$ cat config.mk
export PLATFORM = sky130hd
export DESIGN_NAME = sd_block_reader
export DESIGN_NICKNAME = d
export VERILOG_FILES = /design/src/rtl/sd_block_reader_pkg.sv /design/src/rtl/sd_block_reader_watchdog.sv /design/src/rtl/sd_block_reader.sv
export SDC_FILE = /design/constraint.sdc
export NUM_CORES = 1
export LEC_CHECK = 0
export BUFFER_PORTS_ARGS = -buffer_cell sky130_fd_sc_hd__buf_2
export CAP_MARGIN = 20
export CELL_PAD_IN_SITES_DETAIL_PLACEMENT = 1
export CELL_PAD_IN_SITES_GLOBAL_PLACEMENT = 1
export CORE_AREA = 2 2 121 123
export DETAILED_ROUTE_END_ITERATION = 10
export DIE_AREA = 0 0 123 125
export GPL_TIMING_DRIVEN = 0
export PLACE_DENSITY = 0.85
export SETUP_SLACK_MARGIN = 0.5
export SKIP_CTS_REPAIR_TIMING = 1
export SKIP_LAST_GASP = 1
export SYNTH_ARGS = -nofsm -noshare
export SYNTH_HDL_FRONTEND = slang
export SYNTH_SLANG_ARGS = --single-unit
$ cat constraint.sdc
create_clock -name clk -period 3.11 [get_ports clk]
set_input_delay 0.311 -clock clk [delete_from_list [all_inputs] [get_ports clk]]
set_output_delay 0.311 -clock clk [all_outputs]
set_load 0.02 [all_outputs]
$ cat src/rtl/sd_block_reader_pkg.sv
// sd_block_reader_pkg: reader state encoding, block geometry and address mapping
package sd_block_reader_pkg;
  localparam int SD_BLOCK_BYTES = 512;
  localparam int SD_BLOCK_SHIFT = 9;
  typedef enum logic [2:0] {IDLE, WAIT_RDY, ISSUE, RECV, NEXT, FINISH, ERR} state_t;
  function automatic logic [31:0] sd_addr(input logic [31:0] b, input logic byte_addr);
    return byte_addr ? b << SD_BLOCK_SHIFT : b;
  endfunction
endpackage

$ cat src/rtl/sd_block_reader_watchdog.sv
// sd_block_reader_watchdog: counts idle cycles while enabled, flags expiry after TIMEOUT_CYC
module sd_block_reader_watchdog #(
  parameter int TIMEOUT_CYC = 2500000
) (
  input  logic clk,
  input  logic reset,
  input  logic en,
  input  logic kick,
  output logic expire
);
  localparam int W = $clog2(TIMEOUT_CYC + 1);
  logic [W-1:0] cnt_q, cnt_d;
  always_comb cnt_d = (kick || !en) ? '0 : cnt_q + W'(1);
  always_ff @(posedge clk or posedge reset)
    if (reset) cnt_q <= '0;
    else cnt_q <= cnt_d;
  assign expire = en && (cnt_q == W'(TIMEOUT_CYC - 1));
endmodule

$ cat src/rtl/sd_block_reader.sv
// sd_block_reader: sequences sd_controller through a run of consecutive 512-byte block reads
module sd_block_reader
  import sd_block_reader_pkg::*;
#(
  parameter bit BYTE_ADDR   = 1'b1,
  parameter int TIMEOUT_CYC = 2500000,
  parameter int CNT_W       = 16
) (
  input  logic             clk,
  input  logic             reset,
  input  logic             start,
  input  logic [31:0]      base_block,
  input  logic [CNT_W-1:0] num_blocks,
  input  logic             sd_ready,
  input  logic             sd_byte_available,
  input  logic [7:0]       sd_dout,
  output logic             sd_rd,
  output logic [31:0]      sd_address,
  output logic [7:0]       byte_out,
  output logic             byte_valid,
  output logic [8:0]       byte_index,
  output logic             block_done,
  output logic             busy,
  output logic             done,
  output logic             error
);
  state_t state_q, state_d;
  logic [31:0] blk_q, blk_d, addr_q, addr_d;
  logic [CNT_W-1:0] rem_q, rem_d;
  logic [8:0] cnt_q, cnt_d, idx_q, idx_d;
  logic [7:0] din_q, dout_q, dout_d;
  logic av_q, av_prev_q, rd_q, rd_d, valid_q, valid_d, bdone_q, bdone_d;
  logic busy_q, busy_d, done_q, done_d, err_q, err_d;
  logic byte_edge, wd_en, wd_kick, expire;
  assign byte_edge = av_q && !av_prev_q;
  assign wd_en = state_q inside {WAIT_RDY, ISSUE, RECV};
  assign wd_kick = byte_edge || (state_d != state_q);
  sd_block_reader_watchdog #(.TIMEOUT_CYC(TIMEOUT_CYC)) u_wdog (
    .clk(clk), .reset(reset), .en(wd_en), .kick(wd_kick), .expire(expire)
  );
  always_comb begin
    state_d = state_q;
    blk_d = blk_q;
    addr_d = addr_q;
    rem_d = rem_q;
    cnt_d = cnt_q;
    idx_d = idx_q;
    dout_d = dout_q;
    rd_d = 1'b0;
    valid_d = 1'b0;
    bdone_d = 1'b0;
    busy_d = busy_q;
    done_d = 1'b0;
    err_d = err_q;
    unique case (state_q)
      IDLE: if (start) begin
        blk_d = base_block;
        rem_d = num_blocks;
        addr_d = sd_addr(base_block, BYTE_ADDR);
        err_d = 1'b0;
        busy_d = 1'b1;
        state_d = (num_blocks == '0) ? FINISH : WAIT_RDY;
      end
      WAIT_RDY: begin
        rd_d = sd_ready;
        state_d = sd_ready ? ISSUE : WAIT_RDY;
      end
      ISSUE: begin
        rd_d = sd_ready;
        cnt_d = '0;
        state_d = sd_ready ? ISSUE : RECV;
      end
      RECV: if (byte_edge) begin
        dout_d = din_q;
        valid_d = 1'b1;
        idx_d = cnt_q;
        cnt_d = cnt_q + 9'd1;
        bdone_d = cnt_q == 9'(SD_BLOCK_BYTES - 1);
        state_d = bdone_d ? NEXT : RECV;
      end
      NEXT: begin
        rem_d = rem_q - CNT_W'(1);
        blk_d = blk_q + 32'd1;
        addr_d = sd_addr(blk_q + 32'd1, BYTE_ADDR);
        state_d = (rem_q == CNT_W'(1)) ? FINISH : WAIT_RDY;
      end
      FINISH: begin
        done_d = 1'b1;
        busy_d = 1'b0;
        state_d = IDLE;
      end
      ERR: state_d = IDLE;
      default: state_d = IDLE;
    endcase
    // the watchdog only runs in states that wait on the card, so expiry always aborts
    if (expire) begin
      state_d = ERR;
      rd_d = 1'b0;
      busy_d = 1'b0;
      err_d = 1'b1;
    end
  end
  always_ff @(posedge clk or posedge reset)
    if (reset) begin
      state_q <= IDLE;
      blk_q <= '0;
      addr_q <= '0;
      rem_q <= '0;
      cnt_q <= '0;
      idx_q <= '0;
      dout_q <= '0;
      din_q <= '0;
      av_q <= 1'b0;
      av_prev_q <= 1'b0;
      rd_q <= 1'b0;
      valid_q <= 1'b0;
      bdone_q <= 1'b0;
      busy_q <= 1'b0;
      done_q <= 1'b0;
      err_q <= 1'b0;
    end else begin
      state_q <= state_d;
      blk_q <= blk_d;
      addr_q <= addr_d;
      rem_q <= rem_d;
      cnt_q <= cnt_d;
      idx_q <= idx_d;
      dout_q <= dout_d;
      din_q <= sd_dout;
      av_q <= sd_byte_available;
      av_prev_q <= av_q;
      rd_q <= rd_d;
      valid_q <= valid_d;
      bdone_q <= bdone_d;
      busy_q <= busy_d;
      done_q <= done_d;
      err_q <= err_d;
    end
  assign sd_rd = rd_q;
  assign sd_address = addr_q;
  assign byte_out = dout_q;
  assign byte_valid = valid_q;
  assign byte_index = idx_q;
  assign block_done = bdone_q;
  assign busy = busy_q;
  assign done = done_q;
  assign error = err_q;
endmodule

==> impl_metrics.py, run 1 <==
metrics = {
    "synth": {
        "synth-edff-count": 0,
        "ys_async_sr_fraction_pct": 100.0,
        "ys_seq_area_share_pct": 52.31,
        "synth_area_per_cell_um2": 9.443,
        "synthDistinctLibCells": 56,
        "synthCells": 537,
        "ys_seq_elements": 106,
        "yosysWarnings": 0,
        "syn_area_mm2": 0.005071,
        "synth_flop_cell": "dfrtp_1",
    },
    "timing": {
        "rsz0062_at_grt": "false",
        "hold_violations": 0,
        "max_freq_mhz": 423.5,
        "slew_headroom_pct": 35.00,
        "period_share_pct": 75.93,
        "tns_ns": 0,
        "period_minus_slack_ns": 2.362,
        "setup_viol": 0,
        "tightest_slew_ns": 0.9676,
        "maxSlewViolCount": 0,
        "skew_ns": 0.006127,
    },
    "die": {
        "num_rows": 44,
        "die_h_um": 125,
        "die_area_mm2": 0.01538,
        "start_util_pct": 35.70,
        "coreArea_mm2": 0.01420,
        "ios": 116,
        "die_w_um": 123,
    },
    "hold_path": {
        "hp-start": "sd_dout[7]",
        "holdPathStages": 1,
        "hold_path_class": "in2reg",
        "hold_end": "din_q[7]",
    },
    "clock_network": {
        "cts_root_buf": "clkbuf_16",
        "cts.sinks": 106,
        "path_clk_slew_ns": 0.07,
        "clk_latency_ns": 0.35,
        "cts_tree": "done",
        "cts_max_level": 3,
        "cts_made_buffers": 9,
        "clockBufferDepth": 2,
    },
    "critical_path": {
        "rr_startpoint": "state_q[0]",
        "arrival_ns": 2.64,
        "crit_fanout": 7,
        "regToRegSetupSlack_ns": 0.75,
        "crit_path_end_kind": "flop",
        "cp.required_ns": 3.39,
        "reg2reg_to": "blk_q[22]",
        "reg2reg_depth": 5,
        "start_kind": "flop",
        "worstSetupPathType": "reg2reg",
    },
    "finish": {
        "mostFrequentLayoutCells": "dfrtp_1 (106), buf_2 (102), nand2_1 (97)",
        "final_cells": 847,
        "area_growth_pct": 21.84,
        "drive_gt1_share_pct": 22.05,
        "final_nets": 724,
        "final_common_cell": "dfrtp_1",
    },
    "place": {
        "port-buffer-count": 97,
        "routabilityCongestion": 0.8503,
        "placedCellCount": 828,
        "place_hpwl_um": 10810,
    },
    "run_status": {
        "status": "finished clean",
    },
    "route": {
        "ant_nets": 0,
        "routedWlPerCell_um": 17.31,
        "via_per_inst": 5.333,
        "drc_errors": 0,
        "drtIter0Drc": 298,
        "dr.pass1.iters": 4,
        "routed_wl_um": 14660,
        "vias": 4517,
    },
    "power": {
        "peakVddDrop_uv": 250.4,
        "pwr-share-comb_pct": 31.9,
        "internal_power_uw": 2965,
        "swShare_pct": 39.36,
        "power_uw": 4890,
        "power.density_mw_per_mm2": 791.4,
        "pwr-share-clk_pct": 23.4,
        "seqPwrFrac_pct": 44.7,
        "cellLeakagePower_uw": 0.002856,
        "switching_power_uw": 1925,
    },
    "flow_run": {
        "cap_violations": 0,
    },
    "global_route": {
        "grt_usage_pct": 19.13,
        "grt_pass1_vias": 4844,
        "grt_start_max_net_pins": 46,
        "grt_overflow_total": 0,
        "antenna_found_initial": 1,
        "grt_pass1_wl_um": 23580,
    },
}
cell usage after synthesis (7+ instances only):
cell	count	area (um2)
nor3_1	20	100.1
xor2_1	19	166.4
a211oi_1	9	67.56
nand4_1	13	81.33
inv_1	12	45.04
clkbuf_1	11	41.29
buf_4	9	67.56
o211ai_1	11	82.58
o21ai_0	13	65.06
nand3_1	33	165.2
o311ai_0	8	70.07
xnor2_1	7	61.31
nand2_1	97	364.1
a21oi_1	12	60.06
nor2_1	64	240.2
dfrtp_1	106	2653
power by group through the flow:
| stage | registers [uW] | clock network [uW] | logic, uW |
|---|---|---|---|
| 6_report | 2190 | 1140 | 1560 |
| 4_1_cts | 2180 | 1160 | 1570 |
| 3_3_place_gp | 2160 | 0 | 1470 |
| 5_1_grt | 2250 | 1220 | 1730 |
| 3_5_place_dp | 2200 | 0 | 1560 |
| 2_1_floorplan | 2380 | 0 | 766 |
layout make-up:
cell class	count	area, um2
Clock buffer	10	229.0
Tap cell	184	230.2
Inverter	12	48.80
Multi-Input combinational cell	399	2256
Timing Repair Buffer	101	540.5
Clock inverter	6	66.31
Antenna cell	1	2.502
Buffer	28	152.6
Fill cell	1695	8025
Sequential cell	106	2653
routing by layer:
layer	global-route usage (%)	up-vias	routed length, um
met2	30.84	134	6982
met4	9.759	0	503
met3	3.832	42	757
li1	-	2126	-
met1	24.21	2215	6417
met5	0	-	0
metrics by stage:
stage,utilization (%),hold WS (ns),setup slack [ns],cell area (um2)
after floorplan,-,0.3424,1.106,5105
after global placement,40.98,0.3589,0.6589,5821
after detailed placement,41.26,0.3945,0.5434,5861
after CTS,43.34,0.05869,0.5033,6156
after global routing,43.48,0.05619,0.5697,6176
final,43.50,0.07209,0.7484,6178
how the worst max path moves through the flow:
stage | startpoint | end | slack (ns) | cells past startpoint
after floorplan | rem_q[8] | rem_q[15] | 1.11 | 5
after global placement | state_q[1] | rem_q[9] | 0.66 | 6
after detailed placement | state_q[1] | rem_q[14] | 0.54 | 6
after CTS | state_q[1] | rem_q[14] | 0.50 | 6
after global routing | state_q[0] | blk_q[22] | 0.57 | 5
final | state_q[0] | blk_q[22] | 0.75 | 5
cells by family after synthesis:
group           count (synthesis)  synth area share [%]
fa+ha+maj                       6                 1.480
compound gates                 78                 10.81
mux                             3                0.5922
flops                         106                 52.31
other cells                     1               0.07395
simple gates                  277                 26.35
xor+xnor                       26                 4.491
buf+inv                        40                 3.898
sequential cells by signal, summed over array words and instances, names as in the netlist, 3 cells and up:
signal / cells
rem_q: 16
u_wdog.cnt_q: 22
cnt_q: 9
byte_index: 9
state_q: 3
byte_out: 8
din_q: 8
blk_q: 23
critical path, cell delays in order, from the launching register on:
cell and delay, ns:
dfrtp_1 0.45, nand4bb_1 0.38, nor2_1 0.46, nand3_1 0.33
or4_1 0.58, nand3_1 0.09
(Power assumes the default switching activity.)
==> run 2, diff against run 1 <==
--- a/config.mk
+++ b/config.mk
@@ -9,11 +9,11 @@
 export CAP_MARGIN = 20
 export CELL_PAD_IN_SITES_DETAIL_PLACEMENT = 1
 export CELL_PAD_IN_SITES_GLOBAL_PLACEMENT = 1
-export CORE_AREA = 2 2 121 123
+export CORE_AREA = 2 2 115 117
 export DETAILED_ROUTE_END_ITERATION = 10
-export DIE_AREA = 0 0 123 125
+export DIE_AREA = 0 0 117 119
 export GPL_TIMING_DRIVEN = 0
-export PLACE_DENSITY = 0.85
+export PLACE_DENSITY = 0.89
 export SETUP_SLACK_MARGIN = 0.5
 export SKIP_CTS_REPAIR_TIMING = 1
 export SKIP_LAST_GASP = 1
==> constraint.sdc (replaced) <==
create_clock -name clk -period 2.3 [get_ports clk]
set_input_delay 0.23 -clock clk [delete_from_list [all_inputs] [get_ports clk]]
set_output_delay 0.23 -clock clk [all_outputs]
set_load 0.02 [all_outputs]
==> run 2 against run 1 <==
Against the previous run:
- count of clock-buffer cells in the layout unchanged
- critical path type unchanged
- largest cell class is now multi-input combinational cells
- sequential power rose by 41%
- utilization is 12 points higher
- sequential share of layout area shrank 5.6 points
- maximum frequency is 12% higher
- global-route usage is 3.3 points higher
- clock power increased by 43%
- clock skew is 0.0011 ns higher
- final area grew 16%
- die area shrank 9.4%
==> impl_metrics.py, run 2 (synthesis results as in run 1) <==
metrics = {
    "place": {
        "placed_area_mm2": 0.005902,
        "place_hpwl_um": 10690,
        "routabilityCongestion": 0.8532,
        "port-buffer-count": 97,
        "dpl_worst_slack_ns": 0.03298,
    },
    "power": {
        "switching_power_uw": 3271,
        "seqPwrFrac_pct": 40.2,
        "pwr-share-clk_pct": 21.2,
        "power.density_mw_per_mm2": 1074,
        "internal_power_uw": 4406,
        "swShare_pct": 42.61,
        "peakVddDrop_uv": 525.8,
        "cellLeakagePower_uw": 0.003313,
        "pwr-share-comb_pct": 38.6,
    },
    "critical_path": {
        "cp.required_ns": 2.54,
        "worstSetupPathType": "reg2reg",
        "regToRegSetupSlack_ns": 0.18,
        "arrival_ns": 2.36,
        "crit_fanout": 4,
        "crit_path_end_kind": "flop",
        "start_kind": "flop",
    },
    "clock_network": {
        "clk_latency_ns": 0.36,
        "cts_root_buf": "clkbuf_16",
        "cts_made_buffers": 9,
        "cts_tree": "done",
        "path_clk_slew_ns": 0.08,
        "cts.sinks": 106,
        "clockBufferDepth": 2,
        "cts_max_level": 3,
    },
    "route": {
        "routed_wl_um": 20030,
        "wl_met1_um": 7435,
        "via_per_inst": 5.751,
        "ant_nets": 0,
        "drc_errors": 0,
        "topRoutingLayerUsed": "met4",
        "drtIter0Drc": 387,
        "dr.pass1.iters": 4,
        "dr_wl_met3_um": 1055,
        "vias": 5136,
        "routedWlPerCell_um": 22.43,
        "route.met2.wl_um": 10700,
    },
    "timing": {
        "slew_headroom_pct": 46.08,
        "period_share_pct": 92.04,
        "max_freq_mhz": 472.4,
        "setup_viol": 0,
        "period_minus_slack_ns": 2.117,
        "skew_ns": 0.007250,
        "fin_ws_ns": 0.1830,
        "rsz0062_at_grt": "true",
        "maxSlewViolCount": 0,
        "hold_violations": 0,
        "tightest_slew_ns": 0.8071,
    },
    "global_route": {
        "grt_overflow_total": 0,
        "grt_pass1_wl_um": 24490,
        "antenna_found_initial": 0,
        "grt_pass1_vias": 4952,
        "grt_start_max_net_pins": 39,
        "grt_usage_pct": 22.43,
    },
    "die": {
        "num_rows": 42,
        "die_w_um": 117,
        "die_area_mm2": 0.01392,
        "start_util_pct": 39.39,
        "die_h_um": 119,
        "ios": 116,
        "coreArea_mm2": 0.01287,
    },
    "finish": {
        "drive_gt1_share_pct": 37.52,
        "final_nets": 779,
        "largest_reg_flops": 23,
        "top_register": "blk_q",
        "final_cell_area_mm2": 0.007149,
        "utilization_pct": 55.53,
        "mostFrequentLayoutCells": "buf_2 (97), nand2_1 (95), dfrtp_1 (95)",
        "area_growth_pct": 40.98,
        "final_common_cell": "buf_2",
        "reg_top3": "blk_q x23, u_wdog.cnt_q x22, rem_q x16",
        "diodes": 0,
    },
    "flow_run": {
        "cap_violations": 0,
    },
    "hold_path": {
        "hold_path_class": "in2async",
    },
    "run_status": {
        "status": "finished clean",
    },
}
run 2: cell types whose count changed in the layout (fill, tap and decap cells not counted), sizes merged, moves of 2 or more:
cell	delta
buf	+49
clkbuf	-3
clkinv	+2
clkinvlp	-3
dlygate4sd3	+9
run 2: layout make-up:
class,count,area [um2]
Multi-Input combinational cell,399,2680
Clock inverter,6,73.82
Sequential cell,106,2666
Inverter,12,51.30
Fill cell,1470,5725
Clock buffer,10,229.0
Buffer,28,234.0
Timing Repair Buffer,156,994.7
Tap cell,176,220.2
run 2: per-stage QoR:
step                      instances  total power (uW)  hold slack, ns  setup TNS [ns]
after floorplan                 545              4298          0.2614               0
after global placement          818              4947          0.3388         -0.3932
after detailed placement        820              5125          0.3394               0
after CTS                       836              6768        -0.03242         -0.2058
after global routing            893              7988         0.08139               0
final                           893              7677         0.01918               0
run 2: metal layers:
metal  up-vias  global-route usage [%]
met5         -                       0
met4         0                   7.206
met3        71                   5.751
met2       231                   39.31
met1      2602                   26.55
li1       2232                       -
run 2: final timing paths:
check / start / endpoint / depth (start not counted)
min: reset / byte_valid / 2
max in group asynchronous: reset / blk_q[6] / 3
max reg2reg: rem_q[11] / rem_q[15] / 5
min reg2reg: av_q / av_prev_q / 0
max: rem_q[11] / rem_q[15] / 5
min in group clk: num_blocks[10] / rem_q[10] / 3
run 2: power by group through the flow:
stage,logic [uW],clock network (uW),registers [uW]
2_1_floorplan,1060,0,3240
3_3_place_gp,2010,0,2930
3_5_place_dp,2140,0,2990
4_1_cts,2180,1620,2970
5_1_grt,3150,1700,3130
6_report,2960,1630,3080
run 2: critical path, cell delays in order (launching register included):
cell      delay (ns)
dfrtp_1         0.42
or4_4           0.57
or3_4           0.37
or3_4           0.36
o211ai_2        0.14
o311ai_1        0.12
==> run 3, diff against run 2 <==
--- a/config.mk
+++ b/config.mk
@@ -9,9 +9,9 @@
 export CAP_MARGIN = 20
 export CELL_PAD_IN_SITES_DETAIL_PLACEMENT = 1
 export CELL_PAD_IN_SITES_GLOBAL_PLACEMENT = 1
-export CORE_AREA = 2 2 115 117
+export CORE_AREA = 4 4 117 119
 export DETAILED_ROUTE_END_ITERATION = 10
-export DIE_AREA = 0 0 117 119
+export DIE_AREA = 0 0 121 123
 export GPL_TIMING_DRIVEN = 0
 export PLACE_DENSITY = 0.89
 export SETUP_SLACK_MARGIN = 0.5
==> run 3 against run 2 <==
Against the previous run:
- flip-flop and latch count unchanged
- clock power grew 6%
- maximum frequency grew 0.16%
- sequential share of layout area is 0.33 points lower
- final cell count is 0.56% higher
- non-clock buffer count up 9
- count of clock-buffer cells in the layout stayed put
- final area rose by 0.93%
- largest power group unchanged
==> impl_metrics.py, run 3 (synthesis results as in run 1) <==
metrics = {
    "run_status": {
        "status": "finished clean",
    },
    "critical_path": {
        "crit_fanout": 5,
        "crit_path_end_kind": "flop",
        "path_cells": "ha_4 > nand4_1 > buf_4 > nor4_4 > mux2i_2 > buf_4 > buf_8 > nor2_1",
        "cp.required_ns": 2.55,
        "crit_buf_inv": 3,
        "critPathMaxStageDelay_ns": 0.42,
        "worstSetupPathType": "reg2reg",
        "arrival_ns": 2.37,
        "regToRegSetupSlack_ns": 0.19,
        "critPathTopFamily": "simple AND/OR/NAND/NOR gates",
        "slowest_stage": "dfrtp_1",
        "path_common_cell": "buf_4",
        "start_kind": "flop",
    },
    "clock_network": {
        "cts_max_level": 3,
        "cts_root_buf": "clkbuf_16",
        "path_clk_slew_ns": 0.07,
        "clockBufferDepth": 2,
        "cts_made_buffers": 9,
        "cts.sinks": 106,
        "clk_latency_ns": 0.36,
        "cts_tree": "done",
    },
    "place": {
        "routabilityCongestion": 0.8641,
        "placedCellCount": 817,
        "port-buffer-count": 97,
        "place_hpwl_um": 11260,
    },
    "power": {
        "switching_power_uw": 3121,
        "pwr-share-comb_pct": 37.3,
        "internal_power_uw": 4560,
        "pwr-share-clk_pct": 22.6,
        "power.density_mw_per_mm2": 1064,
        "power_uw": 7680,
        "peakVddDrop_uv": 609.8,
        "cellLeakagePower_uw": 0.003327,
        "swShare_pct": 40.63,
        "seqPwrFrac_pct": 40.1,
    },
    "finish": {
        "final_cells": 898,
        "fill_cells": 1442,
        "final_common_cell": "buf_2",
        "largest_reg_flops": 23,
        "final_nets": 788,
        "diodes": 0,
        "regArea_mm2": 0.002668,
        "reg_top3": "blk_q x23, u_wdog.cnt_q x22, rem_q x16",
        "multi_input_area_mm2": 0.002631,
        "top_register": "blk_q",
        "drive_gt1_share_pct": 38.29,
        "area_growth_pct": 42.29,
        "mostFrequentLayoutCells": "buf_2 (99), nand2_1 (95), dfrtp_1 (94)",
    },
    "timing": {
        "skew_ns": 0.007670,
        "rsz0062_at_grt": "true",
        "tns_ns": 0,
        "period_share_pct": 91.90,
        "period_minus_slack_ns": 2.114,
        "whs_ns": 0.09040,
        "slew_headroom_pct": 61.47,
        "setup_viol": 0,
        "maxSlewViolCount": 0,
        "hold_violations": 0,
        "max_freq_mhz": 473.1,
        "tightest_slew_ns": 0.5748,
    },
    "route": {
        "routed_wl_um": 18950,
        "drtIter0Drc": 332,
        "via_per_inst": 5.522,
        "ant_nets": 0,
        "drc_errors": 0,
        "routedWlPerCell_um": 21.10,
        "vias": 4959,
        "dr.pass1.iters": 4,
    },
    "hold_path": {
        "hold_path_class": "in2reg",
    },
    "die": {
        "die_area_mm2": 0.01488,
        "die_h_um": 123,
        "coreArea_mm2": 0.01257,
        "die_w_um": 121,
        "num_rows": 41,
        "ios": 116,
        "start_util_pct": 40.35,
    },
    "global_route": {
        "antenna_found_initial": 1,
        "grt_usage_pct": 20.60,
        "grt_pass1_vias": 4846,
        "grt_overflow_total": 0,
        "grt_start_max_net_pins": 33,
        "grt_pass1_wl_um": 24400,
    },
    "flow_run": {
        "cap_violations": 0,
    },
}
==> run 3: worst paths after layout <==
path | start | to | cells past startpoint
max reg2reg | u_wdog.cnt_q[1] | u_wdog.cnt_q[20] | 8
max in group asynchronous | reset | u_wdog.cnt_q[13] | 6
max | u_wdog.cnt_q[1] | u_wdog.cnt_q[20] | 8
min in group asynchronous | reset | blk_q[15] | 3
min reg2reg | av_q | av_prev_q | 0
min | base_block[14] | blk_q[14] | 2
==> run 3: layout make-up <==
| class | count | share of cell area [%] |
|---|---|---|
| plain buffers | 28 | 3.295 |
| clock buffers | 10 | 3.312 |
| clock inverters | 6 | 1.231 |
| inverters | 12 | 0.6763 |
| well taps | 172 | 2.982 |
| repair buffers | 165 | 15.07 |
| flip-flops and latches | 106 | 36.97 |
| multi-input cells | 399 | 36.47 |
==> run 3: power groups by stage <==
stage               Sequential (uW)  Combinational (uW)  Clock [uW]
finish                         3080                2860        1730
global route                   3150                3080        1840
CTS                            2970                2170        1740
detailed placement             3000                2160           0
global placement               2940                2020           0
floorplan                      3240                1060           0
==> run 3: per-stage QoR <==
| stage | utilization (%) | worst slack, ns | area [um2] |
|---|---|---|---|
| after floorplan | - | 0.3400 | 5156 |
| after global placement | 46.60 | -0.05282 | 5857 |
| after detailed placement | 47.08 | 0.07161 | 5917 |
| after CTS | 49.69 | 0.05833 | 6245 |
| after global routing | 57.41 | 0.06379 | 7216 |
| final | 57.41 | 0.1863 | 7216 |
==> run 3: layer usage <==
layer / up-vias / track usage [%] / wire length, um
met5: - / 0 / 13
met4: 2 / 5.312 / 566
met3: 49 / 4.895 / 1117
met2: 174 / 36.85 / 10220
met1: 2484 / 25.03 / 7031
li1: 2250 / - / -
